## src/rtl/tt_um_seq_divider_8x4.sv

```systemverilog
// Sequential 8-bit by 4-bit unsigned divider (restoring algorithm).
// One quotient bit per cycle, MSB first; a divide by zero completes
// immediately with an error flag and a saturated quotient.
//
// state | meaning
// IDLE  | no result produced since reset, waiting for a start edge
// RUN   | eight restoring iterations in progress, busy=1
// DONE  | result registers valid, done=1, waiting for a start edge
module tt_um_seq_divider_8x4 (
    input  logic       clk,
    input  logic       rst_n,
    input  logic [7:0] ui_in,
    input  logic [7:0] uio_in,
    output logic [7:0] uo_out,
    output logic [7:0] uio_out,
    output logic [7:0] uio_oe
);

    typedef enum logic [1:0] {
        IDLE = 2'd0,
        RUN  = 2'd1,
        DONE = 2'd2
    } state_t;

    state_t      state_q;
    state_t      state_d;

    logic        start_q;
    logic [7:0]  a_work;
    logic [3:0]  b_work;
    logic [4:0]  rem_q;
    logic [2:0]  cnt_q;
    logic [7:0]  quo_q;
    logic [3:0]  res_rem_q;
    logic        busy_q;
    logic        done_q;
    logic        err_q;

    logic        start_edge;
    logic        div_zero;
    logic        accept;
    logic        last_iter;
    logic [4:0]  trial;
    logic        take;
    logic [4:0]  rem_next;
    logic [7:0]  a_next;
    logic        unused_ok;

    assign start_edge = uio_in[4] & ~start_q;
    assign div_zero   = (uio_in[3:0] == 4'd0);

    // Partial remainder is always below the divisor, so its low nibble
    // plus the next dividend bit forms the full 5-bit trial value.
    assign trial    = {rem_q[3:0], a_work[7]};
    assign take     = (trial >= {1'b0, b_work});
    assign rem_next = take ? (trial - {1'b0, b_work}) : trial;
    assign a_next   = {a_work[6:0], take};

    // State register.
    always_ff @(posedge clk) begin
        if (!rst_n) begin
            state_q <= IDLE;
        end else begin
            state_q <= state_d;
        end
    end

    // Next-state logic and the accept / last-iteration strobes.
    always_comb begin
        state_d   = state_q;
        accept    = 1'b0;
        last_iter = 1'b0;
        case (state_q)
            IDLE, DONE: begin
                if (start_edge) begin
                    accept  = 1'b1;
                    state_d = div_zero ? DONE : RUN;
                end
            end
            RUN: begin
                if (cnt_q == 3'd7) begin
                    last_iter = 1'b1;
                    state_d   = DONE;
                end
            end
            default: state_d = IDLE;
        endcase
    end

    // Operand capture, iteration datapath, result registers and status flags.
    always_ff @(posedge clk) begin
        if (!rst_n) begin
            start_q   <= 1'b0;
            a_work    <= 8'd0;
            b_work    <= 4'd0;
            rem_q     <= 5'd0;
            cnt_q     <= 3'd0;
            quo_q     <= 8'd0;
            res_rem_q <= 4'd0;
            busy_q    <= 1'b0;
            done_q    <= 1'b0;
            err_q     <= 1'b0;
        end else begin
            start_q <= uio_in[4];
            if (accept) begin
                if (div_zero) begin
                    quo_q     <= 8'hFF;
                    res_rem_q <= 4'h0;
                    err_q     <= 1'b1;
                    done_q    <= 1'b1;
                    busy_q    <= 1'b0;
                end else begin
                    a_work <= ui_in;
                    b_work <= uio_in[3:0];
                    rem_q  <= 5'd0;
                    cnt_q  <= 3'd0;
                    err_q  <= 1'b0;
                    done_q <= 1'b0;
                    busy_q <= 1'b1;
                end
            end else if (state_q == RUN) begin
                a_work <= a_next;
                rem_q  <= rem_next;
                cnt_q  <= cnt_q + 3'd1;
                if (last_iter) begin
                    quo_q     <= a_next;
                    res_rem_q <= rem_next[3:0];
                    busy_q    <= 1'b0;
                    done_q    <= 1'b1;
                end
            end
        end
    end

    assign uo_out    = uio_in[5] ? {4'b0000, res_rem_q} : quo_q;
    assign uio_out   = {done_q, busy_q, err_q, 5'b00000};
    assign uio_oe    = 8'b1110_0000;
    assign unused_ok = &{1'b0, uio_in[7:6], rem_q[4]};

endmodule

```

## config.mk

```make
export PLATFORM = sky130hd
export DESIGN_NAME = tt_um_seq_divider_8x4
export DESIGN_NICKNAME = d
export VERILOG_FILES = /design/src/rtl/tt_um_seq_divider_8x4.sv
export SDC_FILE = /design/constraint.sdc
export NUM_CORES = 1
export LEC_CHECK = 0
export BUFFER_PORTS_ARGS = -buffer_cell sky130_fd_sc_hd__buf_2
export CAP_MARGIN = 10
export CELL_PAD_IN_SITES_DETAIL_PLACEMENT = 0
export CELL_PAD_IN_SITES_GLOBAL_PLACEMENT = 1
export CORE_ASPECT_RATIO = 1.4
export CORE_UTILIZATION = 41
export CTS_CLUSTER_SIZE = 30
export DETAILED_ROUTE_END_ITERATION = 16
export PLACE_DENSITY_LB_ADDON = 0.1
export RECOVER_POWER = 100
export SLEW_MARGIN = 15
export SYNTH_ARGS = -nofsm -noshare
export SYNTH_HDL_FRONTEND = slang
export SYNTH_SLANG_ARGS = --single-unit
```

## constraint.sdc

```tcl
create_clock -name clk -period 2 [get_ports clk]
set_input_delay 0.1 -clock clk [delete_from_list [all_inputs] [get_ports clk]]
set_output_delay 0.1 -clock clk [all_outputs]
set_load 0.005 [all_outputs]
```

==> summary.txt, run 1 <==
Yosys
  • Largest family of logic cells by synthesized area: compound AO/OA/AOI/OAI gates
  • Mux cell area share after synthesis: 0.0860
  • Async set-reset flop share out of synthesis: 0
  • Mean Syn Cell Area: 9.97 sq um
  • EDFF count, synth: 0
  • Synth area leader: dfxtp_1
  • Synth Cell Area: 1930 sq um
  • Yosys reg bits: 37
  • Post-synth top flop: dfxtp_1
  • Synth cell types: 43
  • Post-Syn Instances: 194
  • Synth top area share: 0.383
  • Top cells by area, synth: dfxtp_1, buf_4, mux2i_1
  • Yosys Warn Count: 0
  • Sequential share of the synthesized area: 0.383
  • Adder-cell share of the synthesized area: 0.0492
  • Compound-gate portion of the synthesized area: 0.201
  • Synth Area in Simple Gates: 0.158
  • Synth Area in XOR/XNOR: 0.0136

Power and ir drop
  • Leak: 0.000955 uW
  • Peak VDD IR: 503 uV
  • Sw Share: 0.281
  • Psw: 468 uW
  • Clock network power share: 0.297
  • Total power: 1670 uW
  • Power Density: 797 nW/um^2
  • Internal: 1200 uW
  • Gate power share: 0.202
  • Sequential Power Share: 0.501

Final layout
  • Area growth syn-to-layout: 8.15%
  • Antenna cells: 0
  • Final nets: 241
  • Final Non-Filler Cells: 279
  • Commonest non-fill, non-tap cells in the layout: dfxtp_1, buf_2, nand2_1, conb_1
  • Layout cell share with drive strength beyond 1: 0.226
  • Fill cells: 460
  • Fin util: 0.461
  • Fin area: 2090 sq um
  • Most common cell after layout, fill and taps aside: dfxtp_1

Critical path
  • FF-to-FF End: res_rem_q[0]
  • Crit Path Class: reg -> reg
  • FF-to-FF setup slack: 0.09 ns
  • Largest stage delay, worst path: 0.34 ns
  • Critical Path End Type: flip-flop
  • Worst path arrival time: 2.08 ns
  • Slowest cell on crit path: dfxtp_1
  • FF-to-FF path depth: 7
  • R2r startpoint: a_work[7]
  • Type of origin of the critical path: flip-flop
  • CP max FO: 5
  • Crit path cell chain: inv_1, ha_1, nand2b_1, a2111oi_4, nor2_2, mux2i_1, a22o_1
  • CP Data Required Time: 2.18 ns

Detailed routing
  • Detailed-route DRC error count: 0
  • Remaining antenna violation count: 0
  • First DRT Iteration DRCs: 55
  • Wire per inst: 14.3 um
  • Vias per cell: 5.06
  • First-pass detailed-route iteration total: 4
  • Via Count: 1413
  • Final WL: 3990 um

Hold path
  • HP Start: uio_in[4]
  • Hold Path End: start_q
  • Cells on Worst Hold Path: 2
  • Hold Crit Class: in -> reg

Clock tree
  • CTS H-tree lvls: 2
  • # clock sinks: 37
  • Cts bufs inserted: 5
  • Post-CTS setup repair buffer count: 0
  • Worst-skew pair later-pin latency: 0.29 ns
  • Clk buf depth: 2
  • Root buf cell: clkbuf_8
  • CTS tree: done
  • CTS clock-pin slew for the worst setup and hold paths: 0.07 ns

Placement
  • DP Wirelength: 2970 um
  • PortBufs: 26
  • Placed cell areas: 2030 sq um
  • Post-Place Cells: 271
  • Routability cong.: 0.721

Global route
  • Largest net degree at the start of global routing: 28
  • Global-route usage over all layers: 0.178
  • First-pass GRT wire length: 6690 um
  • Initial antenna violation count: 0
  • Vias in the first global route: 1401
  • Overflow after GRT: 0

Timing
  • Worst-Margin Slew: 1.04 ns
  • Relative slew margins: 0.305
  • Setup TNS Final: 0 ns
  • Tcrit/Tclk final: 0.953
  • Min Tclk post-route: 1.91 ns
  • Peak Freq: 0.525 GHz
  • Final slew viol count: 0
  • Final setup fails: 0
  • Count of final hold-check violations: 0
  • Layout Skew: 0.00635 ns
  • RSZ-0062 raised after global routing: false

Die
  • Io pins: 42
  • Die Wd: 60.1 um
  • FP Rows: 29
  • Die Area: 5000 sq um
  • Die height: 83.3 um
  • Initial Util: 0.426
  • Core ar.: 4540 sq um

Outcome
  • Outcome: completed

Job
  • Max-cap viol count: 0
-- worst max-delay path, delay by kind of cell, from the launching register on --
kind	cells	cell delay (ns)
AOI/OAI and AO/OA	2	0.56
DFF	1	0.34
and+or+nand+nor	2	0.34
adders and majority gates	1	0.33
muxes	1	0.17
buffers and inverters	1	0.07
-- synth_stat cells, types with 2 or more instances --
cell,count
a21oi_1,2
a22o_1,3
a22oi_1,5
a32o_1,3
and2_1,5
buf_4,17
buf_6,3
clkbuf_1,5
conb_1,2
dfxtp_1,37
ha_1,6
inv_1,5
mux2_2,5
mux2i_1,11
nand2_1,17
nand2b_1,3
nand3_1,2
nor2_1,6
nor2b_1,10
o211a_1,8
o21a_1,3
o21ai_0,6
o221a_2,8
xnor2_1,3
-- worst max-delay path by stage --
stage | slack (ns) | depth (start not counted) | endpoint | start
after floorplan | 0.20 | 7 | rem_q[0] | a_work[7]
after global placement | 0.08 | 7 | rem_q[0] | a_work[7]
after global routing | 0.005 | 7 | rem_q[1] | a_work[7]
after CTS | 0.002 | 7 | rem_q[0] | a_work[7]
final | 0.09 | 7 | res_rem_q[0] | a_work[7]
after detailed placement | 0.02 | 7 | rem_q[0] | a_work[7]
-- area by class of cell --
| class | count | area, sq um | area share |
|---|---|---|---|
| Inverter | 5 | 18.8 | 0.00897 |
| Timing Repair Buffer | 30 | 151 | 0.0724 |
| Tap cell | 62 | 77.6 | 0.0371 |
| Multi-Input combinational cell | 137 | 1020 | 0.489 |
| Sequential cell | 37 | 741 | 0.354 |
| Clock buffer | 8 | 80.1 | 0.0383 |
-- per-layer routing --
layer	vias to the layer above	GRT usage	share of wire
li1	703	-	-
met1	675	0.215	0.45
met2	29	0.297	0.50
met3	6	0.0436	0.035
met4	0	0.0634	0.016
met5	-	0	0
-- state kept, by name (all words and copies together) (netlist names) --
name / count
a_work: 8
b_work: 4
busy_q: 1
cnt_q: 3
done_q: 1
err_q: 1
quo_q: 8
rem_q: 4
res_rem_q: 4
start_q: 1
state_q: 2
-- power by group through the flow --
stage	Sequential (uW)	Clock [uW]	Combinational, uW
finish	836	495	337
global route	844	557	376
CTS	836	515	341
detailed placement	853	0	339
global placement	851	0	331
floorplan	837	0	296
-- cell families after synthesis --
logic type,after synthesis
other cells,2
xor+xnor,3
compound gates,43
simple gates,55
flops,37
mux,16
fa+ha+maj,7
buf+inv,31
-- per-stage QoR --
step	setup WS (ns)	hold slack, ns
floorplan	0.197	0.222
global placement	0.0841	0.364
detailed placement	0.0228	0.370
CTS	0.00227	0.0703
global route	0.00519	0.0684
finish	0.0934	0.0765
-- timing repair --
item | in CTS | in global routing
hold buffers | 0 | 0
endpoints found under the setup margin | 0 | 7
gates resized for setup | 0 | 2
hold endpoints to repair | 0 | 0
(Power assumes the default switching activity.)
==> run 2: changes to the inputs <==
--- a/config.mk
+++ b/config.mk
@@ -10,7 +10,7 @@
 export CELL_PAD_IN_SITES_DETAIL_PLACEMENT = 0
 export CELL_PAD_IN_SITES_GLOBAL_PLACEMENT = 1
 export CORE_ASPECT_RATIO = 1.4
-export CORE_UTILIZATION = 41
+export CORE_UTILIZATION = 35
 export CTS_CLUSTER_SIZE = 30
 export DETAILED_ROUTE_END_ITERATION = 16
 export PLACE_DENSITY_LB_ADDON = 0.1
==> run 2 against run 1 <==
Effect of this change: hold slack improved by 0.0050 ns; cell count rose by 1.4%; wire length rose by 4.3%; register-to-register slack improved by 0.03 ns; via count fell by 0.21%; design area rose by 1.7%; die area rose by 17%; global-route usage fell by 2.5 points.
==> summary.txt, run 2 (synthesis gave the netlist of run 1 again) <==
Die
  • Die Area: 5830 sq um (was 5000 sq um)
  • Initial Util: 0.369 (was 0.426)
  • Die height: 90.0 um (was 83.3 um)
  • Io pins: 42 (unchanged)
  • FP Rows: 31 (was 29)
  • Die Wd: 64.8 um (was 60.1 um)
  • Core ar.: 5240 sq um (was 4540 sq um)

Global route
  • Global-route usage over all layers: 0.153 (was 0.178)
  • Vias in the first global route: 1431 (was 1401)
  • Initial antenna violation count: 0 (unchanged)
  • First-pass GRT wire length: 6890 um (was 6690 um)
  • Largest net degree at the start of global routing: 30 (was 28)
  • Overflow after GRT: 0 (unchanged)

Timing
  • Peak Freq: 0.532 GHz (was 0.525 GHz)
  • Tcrit/Tclk final: 0.941 (was 0.953)
  • Count of final hold-check violations: 0 (unchanged)
  • Min Hold Slack: 0.0815 ns (was 0.0765 ns)
  • Worst-Margin Slew: 1.09 ns (was 1.04 ns)
  • Relative slew margins: 0.270 (was 0.305)
  • Final setup fails: 0 (unchanged)
  • Setup TNS Final: 0 ns (unchanged)
  • Min Tclk post-route: 1.88 ns (was 1.91 ns)
  • Layout Skew: 0.00468 ns (was 0.00635 ns)
  • Final slew viol count: 0 (unchanged)

Detailed routing
  • First-pass detailed-route iteration total: 4 (unchanged)
  • Via Count: 1410 (was 1413)
  • Final WL: 4160 um (was 3990 um)
  • First DRT Iteration DRCs: 24 (was 55)
  • Detailed-route DRC error count: 0 (unchanged)
  • Remaining antenna violation count: 0 (unchanged)
  • Vias per cell: 4.98 (was 5.06)
  • Wire per inst: 14.7 um (was 14.3 um)

Outcome
  • Outcome: completed (unchanged)

Final layout
  • Antenna cells: 0 (unchanged)
  • Commonest non-fill, non-tap cells in the layout: dfxtp_1, buf_2, nand2_1, conb_1, nor2b_1 (was dfxtp_1, buf_2, nand2_1, conb_1)
  • Layout cell share with drive strength beyond 1: 0.258 (was 0.226)
  • Area growth syn-to-layout: 9.96% (was 8.15%)
  • Fin util: 0.406 (was 0.461)
  • Top Registers: a_work x8, quo_q x8 (unchanged)
  • Final Non-Filler Cells: 283 (was 279)
  • Most common cell after layout, fill and taps aside: dfxtp_1 (unchanged)
  • Final nets: 242 (was 241)

Power and ir drop
  • Sequential Power Share: 0.488 (was 0.501)
  • Psw: 481 uW (was 468 uW)
  • Sw Share: 0.280 (was 0.281)
  • Leak: 0.000973 uW (was 0.000955 uW)
  • Internal: 1240 uW (was 1200 uW)
  • Peak VDD IR: 362 uV (was 503 uV)
  • Power Density: 807 nW/um^2 (was 797 nW/um^2)
  • Gate power share: 0.209 (was 0.202)
  • Clock network power share: 0.304 (was 0.297)

Clock tree
  • Clk buf depth: 2 (unchanged)
  • Root buf cell: clkbuf_8 (unchanged)
  • # clock sinks: 37 (unchanged)
  • CTS clock-pin slew for the worst setup and hold paths: 0.07 ns (about the same)
  • CTS tree: done (unchanged)
  • CTS H-tree lvls: 2 (unchanged)
  • Worst-skew pair later-pin latency: 0.29 ns (about the same)
  • Cts bufs inserted: 5 (unchanged)
  • Post-CTS setup repair buffer count: 0 (unchanged)

Critical path
  • CP top delay family: compound AO/OA/AOI/OAI gates (unchanged)
  • R2r startpoint: a_work[7] (unchanged)
  • Crit Path Class: reg -> reg (unchanged)
  • CP max FO: 5 (unchanged)
  • Largest stage delay, worst path: 0.38 ns (was 0.34 ns)
  • Slowest cell on crit path: a2111oi_4 (was dfxtp_1)
  • Critical Path End Type: flip-flop (unchanged)
  • FF-to-FF setup slack: 0.12 ns (was 0.09 ns)
  • CP Data Required Time: 2.18 ns (about the same)
  • FF-to-FF path depth: 7 (unchanged)
  • Crit path cell chain: inv_1, ha_1, nand2b_1, a2111oi_4, nor2_4, mux2i_2, a32o_1 (was inv_1, ha_1, nand2b_1, a2111oi_4, nor2_2, mux2i_1, a22o_1)
  • Start point of the critical path: a_work[7] (unchanged)
  • Worst path arrival time: 2.06 ns (was 2.08 ns)
  • WP depth: 7 (unchanged)
  • Buf/Inv on CP: 1 (unchanged)
  • FF-to-FF End: rem_q[1] (was res_rem_q[0])
  • Worst setup path end: rem_q[1] (was res_rem_q[0])
  • Type of origin of the critical path: flip-flop (unchanged)

Placement
  • PortBufs: 26 (unchanged)
  • Post-Place Cells: 276 (was 271)
  • Routability cong.: 0.813 (was 0.721)
  • DP Wirelength: 3150 um (was 2970 um)

Hold path
  • Hold Crit Class: in -> reg (unchanged)
  • HP Start: uio_in[4] (unchanged)

Job
  • Max-cap viol count: 0 (unchanged)
==> run 2: changes by cell type in the layout (fill, tap and decap cells not counted), sizes merged <==
cell | previous run | this run
buf | 23 | 24
clkbuf | 15 | 14
==> run 2: timing repair <==
action | in CTS | in global routing
hold buffers | 0 | 0
resized for setup | 1 | 4
pin swaps | 0 | 2
setup endpoints to repair | 2 | 5
==> run 2: worst reg2reg max path, cell delays in order (launching register included) <==
cell       delay, ns
dfxtp_1         0.34
inv_1           0.06
ha_1            0.31
nand2b_1        0.19
a2111oi_4       0.38
nor2_4          0.10
mux2i_2         0.19
a32o_1          0.20
==> run 2: final cells by class <==
class,count,area (sq um)
inverters,5,18.8
fillers,555,3110
flip-flops and latches,37,741
repair buffers,31,163
well taps,66,82.6
clock buffers,7,86.3
multi-input cells,137,1040
==> run 2: metal layers <==
| metal | part of all wire | global-route usage | vias up |
|---|---|---|---|
| met5 | 0 | 0 | - |
| met4 | 0.027 | 0.0685 | 0 |
| met3 | 0.037 | 0.0381 | 11 |
| met2 | 0.50 | 0.254 | 34 |
| met1 | 0.44 | 0.182 | 663 |
| li1 | - | - | 702 |
==> run 2: how the worst min path moves through the flow <==
stage / cells after the start / end / slack [ns]
after floorplan: 1 / start_q / 0.22
final: 2 / start_q / 0.08
after detailed placement: 2 / start_q / 0.38
after CTS: 2 / start_q / 0.07
after global routing: 2 / start_q / 0.1
after global placement: 2 / start_q / 0.36
==> run 2: power groups by stage <==
stage / combinational [uW] / sequential, uW / clock [uW]
final: 358 / 838 / 521
after global routing: 397 / 845 / 580
after floorplan: 296 / 837 / 0
after detailed placement: 349 / 854 / 0
after CTS: 353 / 838 / 541
after global placement: 339 / 852 / 0
==> run 2: per-stage QoR <==
step                      area, sq um  power (uW)  worst slack (ns)
after global routing             2130        1820           -0.0113
after global placement           2040        1190            0.0844
after CTS                        2130        1730            0.0332
after detailed placement         2040        1200          -0.00540
final                            2130        1720             0.119
after floorplan                  1980        1130             0.197
